==> src/rtl/sd_cmd_deserializer.sv <==
// CMD-line response receiver: hunts for the start bit, shifts in a 48- or
// 136-bit response MSB-first, checks CRC7 and framing, then holds the frame
// on response with deserialize_complete until the controller drops enable.
module sd_cmd_deserializer #(
    parameter int SHORT_LEN = 48,
    parameter int LONG_LEN  = 136,
    parameter int CNT_W     = 8
) (
    input  logic                clock,
    input  logic                reset,
    input  logic                reset_deserializer,
    input  logic                enable_deserializer,
    input  logic                long_response,
    input  logic                crc_check_disable,
    input  logic                cmd_pin,
    output logic [LONG_LEN-1:0] response,
    output logic                deserialize_complete,
    output logic                crc_error,
    output logic                framing_error
);

    typedef enum logic [2:0] {
        IDLE,
        WAIT_START,
        RECEIVE,
        CHECK,
        DONE
    } state_t;

    // Counter value at which the final (end) bit is shifted in.
    localparam logic [CNT_W-1:0] SHORT_LAST   = CNT_W'(SHORT_LEN - 1);
    localparam logic [CNT_W-1:0] LONG_LAST    = CNT_W'(LONG_LEN - 1);
    // CRC window in counter terms: counter c carries frame bit len-1-c.
    // Short frames cover everything above the CRC byte; long frames skip the
    // leading start/tx/reserved byte.
    localparam logic [CNT_W-1:0] SHORT_CRC_LO = CNT_W'(0);
    localparam logic [CNT_W-1:0] SHORT_CRC_HI = CNT_W'(SHORT_LEN - 8);
    localparam logic [CNT_W-1:0] LONG_CRC_LO  = CNT_W'(8);
    localparam logic [CNT_W-1:0] LONG_CRC_HI  = CNT_W'(LONG_LEN - 8);

    state_t              state;
    logic [CNT_W-1:0]    counter;
    logic [6:0]          crc;
    logic [LONG_LEN-1:0] shift_reg;
    logic                long_lat;
    logic                crc_dis_lat;

    logic [CNT_W-1:0]    last_idx;
    logic [CNT_W-1:0]    crc_lo;
    logic [CNT_W-1:0]    crc_hi;
    logic                crc_en;
    logic                tx_bit;

    // One serial step of CRC7, polynomial x^7 + x^3 + 1.
    function automatic logic [6:0] crc7_next(input logic [6:0] c, input logic b);
        logic fb;
        fb = c[6] ^ b;
        return {c[5:0], 1'b0} ^ (fb ? 7'h09 : 7'h00);
    endfunction

    // Frame-length dependent limits and the transmission bit position.
    always_comb begin
        last_idx = long_lat ? LONG_LAST : SHORT_LAST;
        crc_lo   = long_lat ? LONG_CRC_LO : SHORT_CRC_LO;
        crc_hi   = long_lat ? LONG_CRC_HI : SHORT_CRC_HI;
        crc_en   = (counter >= crc_lo) && (counter < crc_hi);
        tx_bit   = long_lat ? shift_reg[LONG_LEN-2] : shift_reg[SHORT_LEN-2];
    end

    // Receive FSM with registered outputs.
    always_ff @(posedge clock or posedge reset) begin
        if (reset) begin
            state                <= IDLE;
            counter              <= '0;
            crc                  <= '0;
            shift_reg            <= '0;
            long_lat             <= 1'b0;
            crc_dis_lat          <= 1'b0;
            response             <= '0;
            deserialize_complete <= 1'b0;
            crc_error            <= 1'b0;
            framing_error        <= 1'b0;
        end else if (reset_deserializer) begin
            state                <= IDLE;
            counter              <= '0;
            crc                  <= '0;
            shift_reg            <= '0;
            long_lat             <= 1'b0;
            crc_dis_lat          <= 1'b0;
            response             <= '0;
            deserialize_complete <= 1'b0;
            crc_error            <= 1'b0;
            framing_error        <= 1'b0;
        end else begin
            case (state)
                IDLE: begin
                    if (enable_deserializer) begin
                        long_lat             <= long_response;
                        crc_dis_lat          <= crc_check_disable;
                        // Clearing the shift register here is what leaves
                        // [135:48] zero after a short frame.
                        shift_reg            <= '0;
                        counter              <= '0;
                        crc                  <= '0;
                        response             <= '0;
                        deserialize_complete <= 1'b0;
                        crc_error            <= 1'b0;
                        framing_error        <= 1'b0;
                        state                <= WAIT_START;
                    end
                end
                WAIT_START: begin
                    if (!enable_deserializer) begin
                        state <= IDLE;
                    end else if (!cmd_pin) begin
                        // A zero start bit leaves the CRC at its zero init.
                        shift_reg <= {shift_reg[LONG_LEN-2:0], 1'b0};
                        counter   <= CNT_W'(1);
                        crc       <= '0;
                        state     <= RECEIVE;
                    end
                end
                RECEIVE: begin
                    if (!enable_deserializer) begin
                        state <= IDLE;
                    end else begin
                        shift_reg <= {shift_reg[LONG_LEN-2:0], cmd_pin};
                        counter   <= counter + CNT_W'(1);
                        if (crc_en) begin
                            crc <= crc7_next(crc, cmd_pin);
                        end
                        if (counter == last_idx) begin
                            state <= CHECK;
                        end
                    end
                end
                CHECK: begin
                    response      <= shift_reg;
                    crc_error     <= (crc != shift_reg[7:1]) && !crc_dis_lat;
                    framing_error <= tx_bit || !shift_reg[0];
                    state         <= DONE;
                end
                DONE: begin
                    // Holding here until enable drops prevents re-arming on a
                    // level enable that the controller has not yet released.
                    if (!enable_deserializer) begin
                        deserialize_complete <= 1'b0;
                        crc_error            <= 1'b0;
                        framing_error        <= 1'b0;
                        state                <= IDLE;
                    end else begin
                        deserialize_complete <= 1'b1;
                    end
                end
                default: state <= IDLE;
            endcase
        end
    end

endmodule

==> config.mk <==
export PLATFORM = sky130hd
export DESIGN_NAME = sd_cmd_deserializer
export DESIGN_NICKNAME = d
export VERILOG_FILES = /design/src/rtl/sd_cmd_deserializer.sv
export SDC_FILE = /design/constraint.sdc
export NUM_CORES = 1
export LEC_CHECK = 0
export CELL_PAD_IN_SITES_DETAIL_PLACEMENT = 0
export CELL_PAD_IN_SITES_GLOBAL_PLACEMENT = 1
export CORE_ASPECT_RATIO = 1.5
export CORE_MARGIN = 2
export CORE_UTILIZATION = 48
export DETAILED_ROUTE_END_ITERATION = 10
export PLACE_DENSITY = 0.88
export SETUP_SLACK_MARGIN = 0.5
export SLEW_MARGIN = 10
export SYNTH_ARGS = -nofsm -noshare
export SYNTH_HDL_FRONTEND = slang
export SYNTH_SLANG_ARGS = --single-unit
export TNS_END_PERCENT = 1
==> constraint.sdc <==
create_clock -name clock -period 17 [get_ports clock]
set_clock_uncertainty 0.2 [all_clocks]
set_input_delay 3.4 -clock clock [delete_from_list [all_inputs] [get_ports clock]]
set_output_delay 3.4 -clock clock [all_outputs]
set_load 0.02 [all_outputs]
* After elaboration in Yosys (flattened, before gate mapping)
Cells that the tools add are included.
Cells by class: $add $sub $neg 1, $mul 0, div/mod/pow operators 0, $lt $le $gt $ge 2, equality and inequality tests 14, shifts and indexed selects 0, mux-type cells 49, bitwise gates (word level) 2, reduce and logical (&&, ||, !) cells 19
Operator list (number):
- two-way mux 136 bit | 6
- case mux 136 bit (3 select lines) | 1
- case mux 136 bit (2 select lines) | 1
- two-way mux 8 bit | 7
- two-way mux 7 bit | 6
- case mux 8 bit (3 select lines) | 1
- two-way mux 3 bit | 7
- case mux 7 bit (3 select lines) | 1
- inequality test 3 bit, second input constant | 6
- case mux 3 bit (5 select lines) | 1
- two-way mux 1 bit | 13
- adder 8 x 1 -> 8 bit, second input constant | 1
- equality test 8 bit | 1
- greater-or-equal comparator 8 x 4 -> 1 bit | 1
- < comparator 8 bit | 1
- two-way mux 4 bit | 2
- inequality test 4 bit, second input constant | 2
- nonzero test 4 bit | 2
- inequality test 7 bit | 1
- XOR 7 x 4 -> 7 bit | 1
- equality test 3 x 2 -> 1 bit, second input constant | 2
- case mux 1 bit (3 select lines) | 2
- AND reduction 2 bit | 3
- AND reduction 6 bit | 1
- 13 further kinds | 17
Word-level totals: register bits after elaboration 295, latch bits 0, RAM bits 0, ROM bits 0, output and inout bits 139, word-level logic and storage cells 97, memories kept 0

* Depth between registers and ports, before layout
Gate-level depths: netlist of run 1.
depth after elaboration 7, mapped depth 7

* Worst setup path before layout of run 1
Ideal clock, no wire load.
kind in2reg, start point in reset_deserializer, end point reg response[0], library setup time 0.066 ns, arrival 4.761 ns, data required time 16.734 ns, setup slack 11.973 ns, cell stages on the path 6, path buffers 4, path through clkbuf_1 -> buf_2 -> nor2_1 -> buf_2 -> buf_1 -> a22o_1
Between the ends: cells in the longest elaborated chain, start to end 2, elaborated cells between the ends (all ways) 4
Ends and longest elaborated chain:
- from (decl) | RTL line 11 | input logic reset_deserializer,
- inequality test 3 bit (no line) / nonzero test 3 bit (equally long branches)
- AND reduction 2 bit (no line)
- to (signal assigned) | RTL line 138 | response <= shift_reg;
- to (decl) | RTL line 16 | output logic [LONG_LEN-1:0] response,
Several ways; a longest one is shown, not always the timed one. A chain may end at the register's enable or synchronous reset.

==> flow_metrics.env, run 1 <==
export IMPL_num_rows=67
export IMPL_fin_nets=880
export IMPL_antenna_left=0
export IMPL_grt_pass1_vias=6924
export IMPL_dieArea_mm2=0.0238
export IMPL_cts_resized=0
export IMPL_intPower_mw=1.06
export IMPL_regToRegSetupSlack_ns=13.89
export IMPL_cts_tree="done"
export IMPL_fin_crit_sh_pct=36.0
export IMPL_antenna_cells=0
export IMPL_postSynthRegisterBits=295
export IMPL_ir_worst_vdd_mv=0.0880
export IMPL_htreeDepth=1
export IMPL_ctsLongestPathBuffers=3
export IMPL_drv_slew=0
export IMPL_hold_path_class="reg -> reg"
export IMPL_viasPerCell=6.04
export IMPL_ys_seq_area_share_pct=68.2
export IMPL_grt_first_pass_wirelength_mm=38.0
export IMPL_ys_flop_type="dfrtp_1"
export IMPL_vias=7020
export IMPL_p_switching_uw=297
export IMPL_grt_util_all_layers_pct=19.5
export IMPL_antenna_found_initial=0
export IMPL_power_frac_seq_pct=51.9
export IMPL_ys_types=40
export IMPL_wl_mm=23.2
export IMPL_yosysWarnings=0
export IMPL_status="finished, final reports clean"
export IMPL_yosysMostFrequentCell="dfrtp_1"
export IMPL_grt_max_degree=136
export IMPL_die_w_um=127
export IMPL_clk_pin_slew_ns=0.06
export IMPL_route_detailed_drc=0
export IMPL_cts_buffers=28
export IMPL_first_pass_iters=4
export IMPL_finalInstanceArea_mm2=0.0134
export IMPL_maxCapViolCount=0
export IMPL_routabilityCongestion=0.740
export IMPL_synth_edff_count=0
export IMPL_post_cts_setup_buffers=0
export IMPL_swShare_pct=21.9
export IMPL_synth_top_area_share_pct=68.2
export IMPL_start_util_pct=48.7
export IMPL_clkLatencyLatePin_ns=0.53
export IMPL_slew_headroom_pct=33.3
export IMPL_cts_root_buf="clkbuf_16"
export IMPL_arrival_ns=6.44
export IMPL_leakagePower_nw=6.25
export IMPL_syn_area_mm2=0.0108
export IMPL_synth_nets=760
export IMPL_place_hpwl_mm=13.8
export IMPL_critPathKind="in -> async"
export IMPL_die_h_um=188
export IMPL_pin_count=146
export IMPL_coreArea_mm2=0.0222
export IMPL_synthTopCellsByArea="dfrtp_1 68%, a22o_1 23%, clkbuf_1 1.7%"
export IMPL_synth_cells=747
export IMPL_clockPowerShare_pct=44.5
export IMPL_synth_avg_cell_area_um2=14.5
export IMPL_power_density_mw_per_mm2=102
export IMPL_max_freq_mhz=163
export IMPL_ys_async_sr_fraction_pct=100
export IMPL_area_growth_pct=23.4
export IMPL_cts_sinks=295
export IMPL_rsz0062_at_grt="no"
export IMPL_fill_cells=1670
export IMPL_tightest_slew_ns=1.00
export IMPL_wl_per_cell_um=20.0
export IMPL_globalRoute_totalOverflow=0
export IMPL_combPwrFrac_pct=3.5
export IMPL_netlist_top_cells_count="295 x dfrtp_1, 281 x a22o_1, 48 x clkbuf_1"
export IMPL_yosys_area_top_type="dfrtp_1"
export IMPL_placement_io_buffers=145
export IMPL_layout_drive_gt1_share_pct=7.10
export IMPL_finalSetupViolations=0
export IMPL_crit_path_end_kind="asynchronous set/reset pin"
export IMPL_drtIter0Drc=445
export IMPL_hold_buffers=0
export IMPL_cp_required_ns=17.31
export IMPL_min_period_ns=6.13
export IMPL_dpl_cell_area_mm2=0.0124
export IMPL_worstSetupStartpointType="primary input"
export IMPL_crit_fanout=135
export IMPL_finalSetupTns_ns=0
export IMPL_hold_viol_final=0
critical path: stages:
cell,delay [ns]
clkdlybuf4s50_1,0.49
inv_8,0.63
buf_4,0.84
buf_4,0.90
cell type report:
class                      count  area (um2)  area share [%]
inverter                       6        30.0           0.225
timing repair buffer         155        1530            11.4
tap                          276         345            2.59
sequential                   295        7380            55.3
multi-input combinational    381        3160            23.7
clock buffer                  41         821            6.15
clock inverter                 9        83.8           0.628
cell usage in the layout (no fill, tap or decap), types with 4 or more instances in the layout:
| cell | n |
|---|---|
| dfrtp_1 | 295 |
| a22o_1 | 281 |
| clkdlybuf4s50_1 | 145 |
| clkbuf_16 | 29 |
| o21ai_0 | 15 |
| buf_4 | 10 |
| nand2_1 | 9 |
| a21oi_1 | 7 |
| xor2_1 | 7 |
| clkbuf_1 | 7 |
| nor2_1 | 6 |
| ha_1 | 6 |
| clkinv_2 | 6 |
| nand2b_1 | 5 |
| inv_1 | 5 |
| clkbuf_8 | 5 |
| nand4_1 | 4 |
through the flow:
step	utilization, %	instances	setup WS (ns)	hold WS [ns]	power (mW)
floorplan	-	747	5.25	0.274	0.754
global placement	56.0	1113	10.19	0.283	0.766
detailed placement	56.0	1113	10.15	0.280	0.767
CTS	60.1	1163	10.73	0.302	1.37
global route	60.1	1163	10.33	0.316	1.41
finish	60.1	1163	10.87	0.295	1.36
power groups by stage:
stage	registers (mW)	logic, mW	clock network, mW
floorplan	0.717	0.0374	0
global placement	0.717	0.0487	0
detailed placement	0.717	0.0494	0
CTS	0.704	0.0495	0.617
global route	0.704	0.0545	0.647
finish	0.705	0.0480	0.604
worst paths after layout:
kind                               startpoint      endpoint  cells past startpoint
min in group asynchronous               reset  response[30]                      2
min reg2reg                      response[16]  response[16]                      1
max reg2reg                          state[2]    counter[5]                      6
max in group clock         reset_deserializer    counter[5]                      6
min                              response[16]  response[16]                      1
max                                     reset  response[21]                      4
cell families (layout without fill, tap and decap cells):
logic type | Yosys count | after routing | synth area share, %
compound gates | 318 | 318 | 25.1
xor+xnor | 10 | 10 | 0.810
mux | 1 | 1 | 0.0925
fa+ha+maj | 6 | 6 | 0.694
flops | 295 | 295 | 68.2
buf+inv | 71 | 211 | 2.71
simple gates | 46 | 46 | 2.37
per-layer routing:
metal	up-vias	global-route usage [%]	part of all wire [%]
met5	-	0	0
met4	0	6.51	2.8
met3	42	2.54	4.4
met2	192	30.9	49
met1	3671	28.1	43
li1	3115	-	-
(Power assumes the default switching activity.)
==> run 2, diff against run 1 <==
--- a/config.mk
+++ b/config.mk
@@ -9,9 +9,9 @@
 export CELL_PAD_IN_SITES_GLOBAL_PLACEMENT = 1
 export CORE_ASPECT_RATIO = 1.5
 export CORE_MARGIN = 2
-export CORE_UTILIZATION = 48
+export CORE_UTILIZATION = 45
 export DETAILED_ROUTE_END_ITERATION = 10
-export PLACE_DENSITY = 0.88
+export PLACE_DENSITY = 0.84
 export SETUP_SLACK_MARGIN = 0.5
 export SLEW_MARGIN = 10
 export SYNTH_ARGS = -nofsm -noshare
==> constraint.sdc (replaced) <==
create_clock -name clock -period 6.1 [get_ports clock]
set_clock_uncertainty 0.2 [all_clocks]
set_input_delay 1.22 -clock clock [delete_from_list [all_inputs] [get_ports clock]]
set_output_delay 1.22 -clock clock [all_outputs]
set_load 0.02 [all_outputs]
==> run 2 against run 1 <==
Effect of this change:
- cell count grew 3.6%
- utilization shrank 3.4 points
- combinational power grew to 2.9 times the previous value
- sequential power grew to 2.8 times the previous value
- highest routed layer unchanged
- largest cell class unchanged
- via count shrank 0.67%
- wire length grew 1.2%
- power grew to 2.8 times the previous value
- design area grew 0.47%
- critical path depth grew 1
- critical endpoint is now shift_reg[28]
==> flow_metrics.env, run 2 (synthesis gave the netlist of run 1 again) <==
export IMPL_status="finished, final reports clean"
export IMPL_ir_worst_vdd_mv=0.177
export IMPL_finalSetupViolations=0
export IMPL_critPathKind="in -> reg"
export IMPL_min_delay_start="response[123]"
export IMPL_hold_end="response[123]"
export IMPL_antenna_cells=0
export IMPL_post_place_ws_ns=1.78
export IMPL_grt_util_all_layers_pct=18.8
export IMPL_timing_rr_start="state[2]"
export IMPL_ctsLongestPathBuffers=3
export IMPL_wl_per_cell_um=19.5
export IMPL_r2r_end="shift_reg[28]"
export IMPL_drv_slew=0
export IMPL_die_h_um=194
export IMPL_fill_cells=1939
export IMPL_slew_headroom_pct=33.6
export IMPL_viasPerCell=5.79
export IMPL_num_rows=69
export IMPL_cts_tree="done"
export IMPL_rsz0062_at_grt="no"
export IMPL_dp_cells=1157
export IMPL_first_pass_iters=5
export IMPL_wl_mm=23.5
export IMPL_cts_buffers=27
export IMPL_antenna_found_initial=0
export IMPL_htreeDepth=1
export IMPL_layout_cells_non_filler=1205
export IMPL_hold_buffers=0
export IMPL_dieArea_mm2=0.0253
export IMPL_finalSetupTns_ns=0
export IMPL_min_period_ns=3.75
export IMPL_area_growth_pct=24.0
export IMPL_clk_pin_slew_ns=0.06
export IMPL_final_common_cell="dfrtp_1"
export IMPL_pin_count=146
export IMPL_layout_drive_gt1_share_pct=7.00
export IMPL_grt_max_degree=172
export IMPL_regToRegSetupSlack_ns=3.13
export IMPL_crit_family="buffers and inverters"
export IMPL_cts_sinks=295
export IMPL_hold_viol_final=0
export IMPL_tightest_slew_ns=0.982
export IMPL_globalRoute_totalOverflow=0
export IMPL_maxCapViolCount=0
export IMPL_fin_crit_sh_pct=61.5
export IMPL_start_util_pct=45.7
export IMPL_arrival_ns=4.01
export IMPL_coreArea_mm2=0.0237
export IMPL_antenna_left=0
export IMPL_clkLatencyLatePin_ns=0.52
export IMPL_power_density_mw_per_mm2=281
export IMPL_cts_root_buf="clkbuf_16"
export IMPL_cp_required_ns=6.36
export IMPL_worstRegToRegCells=5
export IMPL_placement_io_buffers=145
export IMPL_grt_first_pass_wirelength_mm=38.6
export IMPL_grt_pass1_vias=6890
export IMPL_die_w_um=131
export IMPL_max_freq_mhz=266
export IMPL_worstSetupStartpointType="primary input"
export IMPL_final_cell_mix="295 x dfrtp_1, 281 x a22o_1, 145 x clkdlybuf4s50_1"
export IMPL_crit_fanout=87
export IMPL_crit_path_end_kind="register"
export IMPL_routabilityCongestion=0.758
export IMPL_min_path_cells=1
export IMPL_cp_slowest_cell="clkdlybuf4s50_1"
export IMPL_critPathMaxStageDelay_ns=0.76
export IMPL_crit_path_frequent_cell="buf_4"
export IMPL_hold_path_class="reg -> reg"
export IMPL_cts_resized=0
export IMPL_vias=6973
export IMPL_drtIter0Drc=574
export IMPL_leakagePower_nw=6.25
export IMPL_crit_chain="clkdlybuf4s50_1 -> a21oi_4 -> buf_4 -> buf_4 -> a22o_1"
export IMPL_layout_setup_ws_ns=2.35
export IMPL_post_cts_setup_buffers=0
export IMPL_fin_nets=880
export IMPL_path_buf_inv=3
export IMPL_place_hpwl_mm=14.0
export IMPL_route_detailed_drc=0
run 2: worst max-delay path by stage:
stage | from | end | slack [ns] | cells after the start
2_1_floorplan | reset | counter[0] | 0.76 | 1
3_3_place_gp | reset_deserializer | shift_reg[30] | 1.87 | 5
3_5_place_dp | reset_deserializer | shift_reg[42] | 1.78 | 5
4_1_cts | reset_deserializer | shift_reg[34] | 2.34 | 5
5_1_grt | reset_deserializer | shift_reg[47] | 2.15 | 5
6_report | reset_deserializer | shift_reg[28] | 2.35 | 5
run 2: report_power, final:
group | switching (mW) | total, mW | internal, mW
Sequential | 0.00445 | 1.96 | 1.96
Clock | 0.704 | 1.66 | 0.961
Combinational | 0.115 | 0.140 | 0.0249
Total | 0.823 | 3.77 | 2.94
run 2: final cells by class:
| cell class | instances | area [um2] | share of cell area, % |
|---|---|---|---|
| clock inverters | 9 | 101 | 0.755 |
| multi-input cells | 381 | 3160 | 23.6 |
| repair buffers | 156 | 1570 | 11.7 |
| well taps | 319 | 399 | 2.98 |
| clock buffers | 39 | 771 | 5.75 |
| flip-flops and latches | 295 | 7380 | 55.0 |
| inverters | 6 | 26.3 | 0.196 |
run 2: layer usage:
layer	vias to the layer above	share of wire (%)	global-route usage (%)
met4	0	2.7	5.63
met1	3639	45	27.6
met3	46	4.7	3.26
met5	-	0	0
li1	3124	-	-
met2	164	48	28.9
run 2: metrics by stage:
| stage | hold slack [ns] | power [mW] | utilization (%) | cell area, um2 |
|---|---|---|---|---|
| after floorplan | 0.274 | 2.10 | - | 10800 |
| after global placement | 0.283 | 2.14 | 53.0 | 12500 |
| after detailed placement | 0.280 | 2.14 | 53.0 | 12500 |
| after CTS | 0.303 | 3.82 | 56.7 | 13400 |
| after global routing | 0.313 | 3.91 | 56.7 | 13400 |
| final | 0.296 | 3.77 | 56.7 | 13400 |
